### config.mk
export PLATFORM = sky130hd
export DESIGN_NAME = axi_l2_write_monitor
export DESIGN_NICKNAME = d
export VERILOG_FILES = /design/src/rtl/axi_l2_write_monitor.sv
export SDC_FILE = /design/constraint.sdc
export NUM_CORES = 1
export LEC_CHECK = 0
export ABC_AREA = 1
export CORE_MARGIN = 2
export CORE_UTILIZATION = 25
export DETAILED_ROUTE_END_ITERATION = 10
export SYNTH_ARGS = -nofsm -noshare
export SYNTH_HDL_FRONTEND = slang
export SYNTH_SLANG_ARGS = --single-unit
### constraint.sdc
create_clock -name clk_i -period 5.8 [get_ports clk_i]
set_input_delay 0.58 -clock clk_i [delete_from_list [all_inputs] [get_ports clk_i]]
set_output_delay 0.58 -clock clk_i [all_outputs]
set_load 0.02 [all_outputs]
### src/rtl/axi_l2_write_monitor.sv
// Passive AXI AW/W monitor between the tile data port and L2 simulation memory.
// Pairs W beats with their AW bursts and decodes stdout/stderr/EOC writes.

module axi_l2_wm_fifo #(
  parameter int unsigned WIDTH = 8,
  parameter int unsigned DEPTH = 4
) (
  input  logic             clk_i,
  input  logic             rst_i,
  input  logic             push_i,
  input  logic             pop_i,
  input  logic [WIDTH-1:0] data_i,
  output logic [WIDTH-1:0] data_o,
  output logic             empty_o,
  output logic             full_o
);

  localparam int unsigned PW = (DEPTH > 1) ? $clog2(DEPTH) : 1;

  logic [WIDTH-1:0] mem_q [DEPTH];
  logic [PW-1:0]    wr_q, rd_q;
  logic [PW:0]      cnt_q;
  logic             do_push, do_pop;

  assign empty_o = (cnt_q == '0);
  assign full_o  = (cnt_q == (PW+1)'(DEPTH));
  assign do_pop  = pop_i & ~empty_o;
  // A full FIFO still accepts a push when the head leaves in the same cycle.
  assign do_push = push_i & (~full_o | do_pop);
  assign data_o  = mem_q[rd_q];

  always_ff @(posedge clk_i) begin
    if (do_push) mem_q[wr_q] <= data_i;
  end

  always_ff @(posedge clk_i) begin
    if (rst_i) begin
      wr_q  <= '0;
      rd_q  <= '0;
      cnt_q <= '0;
    end else begin
      if (do_push) wr_q <= wr_q + PW'(1);
      if (do_pop)  rd_q <= rd_q + PW'(1);
      if (do_push && !do_pop)      cnt_q <= cnt_q + (PW+1)'(1);
      else if (!do_push && do_pop) cnt_q <= cnt_q - (PW+1)'(1);
    end
  end

endmodule

module axi_l2_write_monitor #(
  parameter int unsigned ADDR_W      = 32,
  parameter int unsigned DATA_W      = 32,
  parameter logic [31:0] STDERR_ADDR = 32'h2FFF_0000,
  parameter logic [31:0] STDOUT_ADDR = 32'h2FFF_0004,
  parameter logic [31:0] EOC_ADDR    = 32'h2C03_0000,
  parameter int unsigned TAG_DEPTH   = 4,
  parameter int unsigned WDAT_DEPTH  = 4,
  parameter int unsigned CHAR_DEPTH  = 8
) (
  input  logic                clk_i,
  input  logic                rst_i,
  input  logic                aw_valid_i,
  input  logic                aw_ready_i,
  input  logic [ADDR_W-1:0]   aw_addr_i,
  input  logic [7:0]          aw_len_i,
  input  logic                w_valid_i,
  input  logic                w_ready_i,
  input  logic [DATA_W-1:0]   w_data_i,
  input  logic [DATA_W/8-1:0] w_strb_i,
  input  logic                w_last_i,
  output logic                char_valid_o,
  input  logic                char_ready_i,
  output logic [7:0]          char_o,
  output logic                err_valid_o,
  output logic [7:0]          err_code_o,
  output logic                eoc_o,
  output logic [31:0]         exit_code_o,
  output logic                fault_o,
  output logic                char_drop_o
);

  typedef enum logic [1:0] {K_OTHER, K_STDERR, K_STDOUT, K_EOC} kind_e;
  typedef enum logic {S_RUN, S_FAULT} state_e;

  typedef struct packed {
    kind_e      kind;
    logic [7:0] len;
  } tag_t;

  typedef struct packed {
    logic [DATA_W-1:0] data;
    logic              strb0;
    logic              last;
  } wbeat_t;

  localparam int unsigned TAG_W = $bits(tag_t);
  localparam int unsigned WB_W  = $bits(wbeat_t);

  state_e            state_q, state_d;
  logic [7:0]        cnt_q, cnt_d;
  logic              act_valid_q, act_valid_d;
  kind_e             act_kind_q, act_kind_d;
  logic [DATA_W-1:0] act_data_q, act_data_d;
  logic              act_strb_q, act_strb_d;
  logic              err_valid_q, err_valid_d;
  logic [7:0]        err_code_q, err_code_d;
  logic              eoc_q, eoc_d;
  logic [31:0]       exit_q, exit_d;
  logic              drop_q, drop_d;

  tag_t   tag_in, tag_head;
  wbeat_t wb_in, wb_head;
  logic   tag_push, tag_pop, tag_empty, tag_full;
  logic   wb_push, wb_pop, wb_empty, wb_full;
  logic   char_push, char_pop, char_empty, char_full;
  logic [7:0] char_head;
  logic   pair, last_beat, len_err, overflow;
  logic   unused_strb;

  assign unused_strb = ^w_strb_i;

  axi_l2_wm_fifo #(.WIDTH(TAG_W), .DEPTH(TAG_DEPTH)) u_tag_fifo (
    .clk_i(clk_i), .rst_i(rst_i), .push_i(tag_push), .pop_i(tag_pop),
    .data_i(tag_in), .data_o(tag_head), .empty_o(tag_empty), .full_o(tag_full)
  );

  axi_l2_wm_fifo #(.WIDTH(WB_W), .DEPTH(WDAT_DEPTH)) u_wdat_fifo (
    .clk_i(clk_i), .rst_i(rst_i), .push_i(wb_push), .pop_i(wb_pop),
    .data_i(wb_in), .data_o(wb_head), .empty_o(wb_empty), .full_o(wb_full)
  );

  axi_l2_wm_fifo #(.WIDTH(8), .DEPTH(CHAR_DEPTH)) u_char_fifo (
    .clk_i(clk_i), .rst_i(rst_i), .push_i(char_push), .pop_i(char_pop),
    .data_i(act_data_q[7:0]), .data_o(char_head), .empty_o(char_empty), .full_o(char_full)
  );

  // Capture, pairing and fault detection.
  always_comb begin
    state_d   = state_q;
    cnt_d     = cnt_q;
    tag_in    = '{kind: K_OTHER, len: aw_len_i};
    wb_in     = '{data: w_data_i, strb0: w_strb_i[0], last: w_last_i};
    tag_push  = 1'b0;
    wb_push   = 1'b0;
    pair      = 1'b0;
    last_beat = 1'b0;
    len_err   = 1'b0;
    tag_pop   = 1'b0;
    wb_pop    = 1'b0;
    overflow  = 1'b0;

    if (aw_addr_i == ADDR_W'(STDERR_ADDR))      tag_in.kind = K_STDERR;
    else if (aw_addr_i == ADDR_W'(STDOUT_ADDR)) tag_in.kind = K_STDOUT;
    else if (aw_addr_i == ADDR_W'(EOC_ADDR))    tag_in.kind = K_EOC;

    if (state_q == S_RUN) begin
      tag_push  = aw_valid_i & aw_ready_i;
      wb_push   = w_valid_i & w_ready_i;
      pair      = ~tag_empty & ~wb_empty;
      last_beat = (cnt_q == tag_head.len);
      len_err   = pair & (wb_head.last != last_beat);
      wb_pop    = pair;
      tag_pop   = pair & last_beat;
      overflow  = (tag_push & tag_full & ~tag_pop) | (wb_push & wb_full & ~wb_pop);
      if (pair) cnt_d = last_beat ? 8'd0 : cnt_q + 8'd1;
      if (overflow || len_err) state_d = S_FAULT;
    end
  end

  // Paired-beat stage and decode of the registered beat into outputs.
  always_comb begin
    act_valid_d = pair & ~len_err;
    act_kind_d  = tag_head.kind;
    act_data_d  = wb_head.data;
    act_strb_d  = wb_head.strb0;
    err_valid_d = 1'b0;
    err_code_d  = err_code_q;
    eoc_d       = eoc_q;
    exit_d      = exit_q;
    drop_d      = drop_q;

    char_pop  = ~char_empty & char_ready_i;
    char_push = act_valid_q & act_strb_q & (act_kind_q == K_STDOUT);
    if (char_push && char_full && !char_pop) drop_d = 1'b1;

    if (act_valid_q && act_strb_q && act_kind_q == K_STDERR) begin
      err_valid_d = 1'b1;
      err_code_d  = act_data_q[7:0];
    end

    if (act_valid_q && act_strb_q && act_kind_q == K_EOC && act_data_q != '0 && !eoc_q) begin
      eoc_d  = 1'b1;
      exit_d = 32'(act_data_q);
    end
  end

  always_ff @(posedge clk_i) begin
    if (rst_i) begin
      state_q     <= S_RUN;
      cnt_q       <= '0;
      act_valid_q <= 1'b0;
      act_kind_q  <= K_OTHER;
      act_data_q  <= '0;
      act_strb_q  <= 1'b0;
      err_valid_q <= 1'b0;
      err_code_q  <= '0;
      eoc_q       <= 1'b0;
      exit_q      <= '0;
      drop_q      <= 1'b0;
    end else begin
      state_q     <= state_d;
      cnt_q       <= cnt_d;
      act_valid_q <= act_valid_d;
      act_kind_q  <= act_kind_d;
      act_data_q  <= act_data_d;
      act_strb_q  <= act_strb_d;
      err_valid_q <= err_valid_d;
      err_code_q  <= err_code_d;
      eoc_q       <= eoc_d;
      exit_q      <= exit_d;
      drop_q      <= drop_d;
    end
  end

  assign char_valid_o = ~char_empty;
  assign char_o       = char_empty ? 8'd0 : char_head;
  assign err_valid_o  = err_valid_q;
  assign err_code_o   = err_code_q;
  assign eoc_o        = eoc_q;
  assign exit_code_o  = exit_q;
  assign fault_o      = (state_q == S_FAULT);
  assign char_drop_o  = drop_q;

endmodule
==> results.cfg, run 1 <==
[synthesis]
syn_area_um2 = 13800
synth-compound-area-share = 0.106
synth-seq-area-share = 0.694
ys_ff_latch = 359
synthArstFlopShare = 0
synth_cell_types = 41
synth_xor_xnor_area_share = 0.00380
synth_edf_count = 240
synth_top_cell_by_area = edfxtp_1
yosysMostFrequentCell = nor2_1
synth_ff_type = edfxtp_1
ys_top_cells_by_count = nor2_1 (250), edfxtp_1 (240), o21ai_0 (170)
synth_top_family_by_area = simple AND/OR/NAND/NOR gates
yosysWarnings = 0
synth.area.mux_share = 0
synth_top_area_frac = 0.521
post_synth.cell_area_avg_um2 = 11.0
yosys.area_share.adder = 0.0188
syn_inst = 1258
synth_nets = 1361
yosys-top-cells-area = edfxtp_1 (52%), dfxtp_1 (17%), nor2_1 (6.8%)
yosys.area_share.simple = 0.134

[timing]
setup_viol = 0
slew_headroom = 0.200
period_minus_slack_ns = 3.74
tightest_slew_ns = 1.19
fin_tns_setup_ns = 0
fin_crit_sh = 0.644
finClkSkew_ns = 0.0287
slew_viol_final = 0
rsz0062_at_grt = no
clock.fmax_ghz = 0.268
finalHoldViolations = 0

[power_and_ir_drop]
switching_share = 0.286
ir_worst_vdd_mv = 0.184
share_comb_of_total_power = 0.185
p_switching_mw = 1.99
p_int_mw = 4.97
seq_power_share = 0.448
pwr-share-clk = 0.367
power_density_nw_per_um2 = 403
leakage_nw = 6.03

[grt]
grt_overflow = 0
grt_max_degree = 70
first_global_vias = 9260
grt_first_pass_wirelength_um = 51600
antenna_found_initial = 3
grt_usage = 0.117

[placed_design]
numPortBuffers = 133
dp.cells = 2054
place.gp.congestion = 0.760
hpwlAfterDp_um = 20200

[route]
dr_wl_met2_um = 15400
via_per_inst = 4.32
drcViolationCount = 0
wl_met1_um = 15000
drt_iter0_drc = 487
drt-wirelength-per-cell_um = 15.6
num_vias = 9203
ant_nets = 0
drt-total-wl_um = 33100
wl_met3_um = 2010
highest_layer = met5
drtPass1Iterations = 4

[flow_run]
maxCapViolCount = 0

[floorplan]
dieArea_um2 = 57200
die_h_um = 239
rows = 86
io_pins = 137
core_region_area_um2 = 54900
die_w_um = 239
initial_core_util = 0.252

[clock_network]
root_buffer = clkbuf_16
cts.repair.resized = 0
cts_made_buffers = 40
cts_setup_buffers = 0
cts.sinks = 359
cts-htree-levels = 2
clk_pin_slew_ns = 0.06
clk_latency_ns = 0.55
hold_buffers = 0
cts_tree = built
cts_buffer_depth = 3

[layout]
final.fill_count = 5484
drive_above_1_share = 0.0682
stdcell_count = 2128
areaGrowthSynthToFinish_pct = 25.1
fin_nets = 1495

[critical_path]
crit_path_end_kind = output port
cp_data_arrival_time_ns = 3.16
reg2reg_slack_ns = 2.25
cp.required_ns = 5.22
critPathLaunchType = register
critical_path_class = reg2out
path_max_fanout = 33

[worst_hold_path]
hp-class = reg2reg

[outcome]
outcome = complete, no violations
-- per-layer routing --
| layer | GRT usage | up-vias |
|---|---|---|
| li1 | - | 4602 |
| met1 | 0.147 | 4355 |
| met2 | 0.193 | 195 |
| met3 | 0.0320 | 47 |
| met4 | 0.0386 | 4 |
| met5 | 0 | - |
-- stage by stage --
| step | utilization | area, um2 | hold WS (ns) | power (mW) | setup slack (ns) |
|---|---|---|---|---|---|
| finish | 0.315 | 17300 | 0.441 | 6.97 | 2.06 |
| global route | 0.315 | 17300 | 0.461 | 7.35 | 1.76 |
| CTS | 0.315 | 17300 | 0.446 | 7.06 | 2.04 |
| detailed placement | 0.290 | 15900 | 0.437 | 4.48 | 2.25 |
| global placement | 0.290 | 15900 | 0.435 | 4.44 | 2.30 |
| floorplan | - | 13800 | 0.433 | 3.95 | 2.97 |
-- final timing paths --
check	from	to	cells past startpoint
setup / recovery	register	char_o[3]	7
hold / removal	exit_code_o[1]	exit_code_o[1]	2
setup reg to reg	register	u_tag_fifo.mem_q[0][6]	12
hold reg to reg	exit_code_o[1]	exit_code_o[1]	2
-- cell usage in the layout (no fill, tap or decap), drive strengths merged, types with 2 or more instances in the layout --
master	n
clkdlybuf4s50	132
nand3b	2
inv	101
xor2	6
a31oi	8
nand2	100
clkbuf	64
edfxtp	240
and3	2
a21oi	93
o22ai	8
a211oi	2
dfxtp	119
clkinv	7
diode	2
nand3	38
buf	14
nor3	8
o21ai	171
nor3b	2
ha	16
fa	3
nor2	254
nand4	8
nor4	16
-- final cells by class --
type | instances | area (um2) | area share
clock inverters | 8 | 83.8 | 0.00485
diodes | 2 | 5.00 | 0.000289
flip-flops and latches | 359 | 9590 | 0.554
repair buffers | 146 | 1420 | 0.0823
well taps | 704 | 881 | 0.0509
clock buffers | 64 | 1270 | 0.0735
multi-input cells | 743 | 3660 | 0.212
inverters | 102 | 383 | 0.0221
-- state kept, by name, indices dropped and copies added, names as in the netlist, 3 cells and up, named ones only --
register,cells
exit_code_o,32
u_char_fifo.rd_q,3
u_wdat_fifo.cnt_q,3
act_data_q,32
u_char_fifo.cnt_q,4
u_wdat_fifo.mem_q,136
u_char_fifo.mem_q,64
err_code_o,8
cnt_q,8
u_tag_fifo.mem_q,40
u_char_fifo.wr_q,3
u_tag_fifo.cnt_q,3
-- cell families after synthesis --
kind of cell,after synthesis
and+or+nand+nor,433
DFF,359
AOI/OAI and AO/OA,285
buffers and inverters,156
adders and majority gates,19
xor gates and xnor gates,6
-- power by group through the flow --
stage | Sequential [mW] | Combinational [mW] | Clock, mW
final | 3.12 | 1.29 | 2.55
after global routing | 3.15 | 1.47 | 2.73
after CTS | 3.13 | 1.31 | 2.63
after detailed placement | 3.18 | 1.30 | 0
after global placement | 3.17 | 1.27 | 0
after floorplan | 3.11 | 0.843 | 0
-- worst max-delay path, stage by stage, from the launching register on --
cell and delay [ns]:
dfxtp_1 0.29, buf_4 0.23, inv_1 0.68, o21ai_0 0.20
o22ai_1 0.23, o21ai_0 0.12, a31oi_1 0.19, clkdlybuf4s50_1 0.64
No activity file was read; power rests on OpenSTA's default activity.
==> run 2: changes to the inputs <==
- clock period: 5.8 -> 3.2 ns (I/O delays scaled with it)
==> run 2 against run 1 <==
Combinational power grew 88%. Design area grew 0.77%. Sequential share of layout area shrank 0.42 points. Clock power grew 78%. Via count grew 1.6%. Die area is the same. Worst hold slack lost 0.14 ns. Critical path type unchanged.
==> results.cfg, run 2 (synthesis gave the netlist of run 1 again) <==
[layout]
layout_common_cells = nor2_1 (245), edfxtp_1 (240), o21ai_0 (170)
top_regs = u_wdat_fifo.mem_q: 136 flops, u_char_fifo.mem_q: 64 flops, u_tag_fifo.mem_q: 40 flops
final.fill_count = 5464
largest_reg_flops = 136
mostFrequentLayoutCell = nor2_1
areaGrowthSynthToFinish_pct = 26.1
fin_nets = 1507
largest-register = u_wdat_fifo.mem_q
fin_area_um2 = 17400
drive_above_1_share = 0.0760
stdcell_count = 2140

[timing]
finClkSkew_ns = 0.0185
slew_viol_final = 0
fin_crit_sh = 0.910
tightest_slew_ns = 0.801
finalHoldViolations = 0
fin_tns_setup_ns = 0
clock.fmax_ghz = 0.343
fin_ws_ns = 0.289
setup_viol = 0
slew_headroom = 0.466
period_minus_slack_ns = 2.91
rsz0062_at_grt = no

[power_and_ir_drop]
seq_power_share = 0.447
ir_worst_vdd_mv = 0.325
power_density_nw_per_um2 = 723
p_switching_mw = 3.56
share_comb_of_total_power = 0.192
leakage_nw = 6.10
switching_share = 0.283
pwr-share-clk = 0.361
p_int_mw = 9.04

[placed_design]
numPortBuffers = 133
pre_cts_ws_ns = 0.404
dp.cells = 2066
placed_area_um2 = 16100
place.gp.congestion = 0.772
hpwlAfterDp_um = 20700

[outcome]
outcome = complete, no violations

[route]
highest_layer = met5
drt-total-wl_um = 32800
drcViolationCount = 0
dr_wl_met2_um = 15000
via_per_inst = 4.37
drtPass1Iterations = 5
wl_met1_um = 14900
drt-wirelength-per-cell_um = 15.3
drt_iter0_drc = 527
wl_met3_um = 2130
num_vias = 9353
ant_nets = 0

[clock_network]
cts_buffer_depth = 3
clk_latency_ns = 0.55
cts.sinks = 359
root_buffer = clkbuf_16
clk_pin_slew_ns = 0.06
cts_tree = built
hold_buffers = 0
cts-htree-levels = 2
cts_made_buffers = 39

[flow_run]
maxCapViolCount = 0

[critical_path]
crit_end = char_o[4]
cp.required_ns = 2.88
critical_path_class = reg2out
path_common_cell = o21ai_0
crit_path_end_kind = output port
cp_data_arrival_time_ns = 2.59
r2r_cells = 21
crit_chain = clkinvlp_4, buf_4, o21ai_0, o22ai_1, o21ai_0, a31oi_1, clkdlybuf4s50_1
r2r_end = u_tag_fifo.cnt_q[2]
slowest_delay_ns = 0.66
reg2reg_slack_ns = 0.44
path_max_fanout = 17
critPathLaunchType = register
critical_path.slowest_cell = clkdlybuf4s50_1

[floorplan]
rows = 86
die_h_um = 239
core_region_area_um2 = 54900
dieArea_um2 = 57200
die_w_um = 239
initial_core_util = 0.252
io_pins = 137

[grt]
grt_usage = 0.115
first_global_vias = 9059
grt_max_degree = 69
grt_overflow = 0
grt_first_pass_wirelength_um = 50700
antenna_found_initial = 2

[worst_hold_path]
hp-class = in2reg
==> run 2: changes by cell type in the layout (fill, tap and decap cells not counted), moves of 2 or more <==
cell	delta
bufinv_16	+3
buf_12	+6
clkbuf_8	-3
clkinv_2	+2
clkbuf_16	-4
buf_4	+7
clkbuf_1	+3
==> run 2: power by group through the flow <==
stage	logic [mW]	clock network, mW	registers (mW)
3_5_place_dp	2.44	0	5.74
4_1_cts	2.46	4.69	5.65
6_report	2.42	4.55	5.64
2_1_floorplan	1.53	0	5.63
5_1_grt	2.74	4.85	5.69
3_3_place_gp	2.38	0	5.72
==> run 2: how the worst min path moves through the flow <==
stage	slack, ns	startpoint	endpoint	depth (start not counted)
6_report	0.31	rst_i	err_code_o[7]	5
5_1_grt	0.33	rst_i	register	5
4_1_cts	0.28	rst_i	err_code_o[6]	5
3_5_place_dp	0.44	exit_code_o[11]	exit_code_o[11]	2
3_3_place_gp	0.43	exit_code_o[0]	exit_code_o[0]	2
2_1_floorplan	0.42	aw_len_i[0]	u_tag_fifo.mem_q[0][0]	0
==> run 2: layer usage <==
metal,vias to the layer above,track usage
met5,-,0
met4,2,0.0438
met3,59,0.0286
met2,218,0.186
met1,4427,0.148
li1,4647,-
==> run 2: repair_timing <==
action	in CTS	in global routing
setup endpoints to repair	8	5
gates resized for setup	2	1
pin swaps	0	0
buffers inserted	0	1
hold endpoints to repair	0	0
==> run 2: per-stage QoR <==
step           power, mW  utilization  hold WS, ns
6_report            12.6        0.318        0.305
3_5_place_dp        8.18        0.293        0.440
4_1_cts             12.8        0.317        0.276
2_1_floorplan       7.16            -        0.419
5_1_grt             13.3        0.318        0.329
3_3_place_gp        8.11        0.293        0.433
==> run 2: cell type report <==
type                            count  area [um2]  share of cell area
Sequential cell                   359        9590               0.550
Multi-Input combinational cell    743        3660               0.210
Timing Repair Buffer              159        1600              0.0916
Clock buffer                       59        1130              0.0650
Tap cell                          704         881              0.0505
Inverter                          102         387              0.0222
Clock inverter                     13         178              0.0102
Antenna cell                        1        2.50            0.000144
==> run 2: critical path: cells and delay by family (launching register included) <==
family                 cells  cell delay [ns]
AO/OA/AOI/OAI              4             0.64
buffers and inverters      3             0.97
flip-flops                 1             0.43
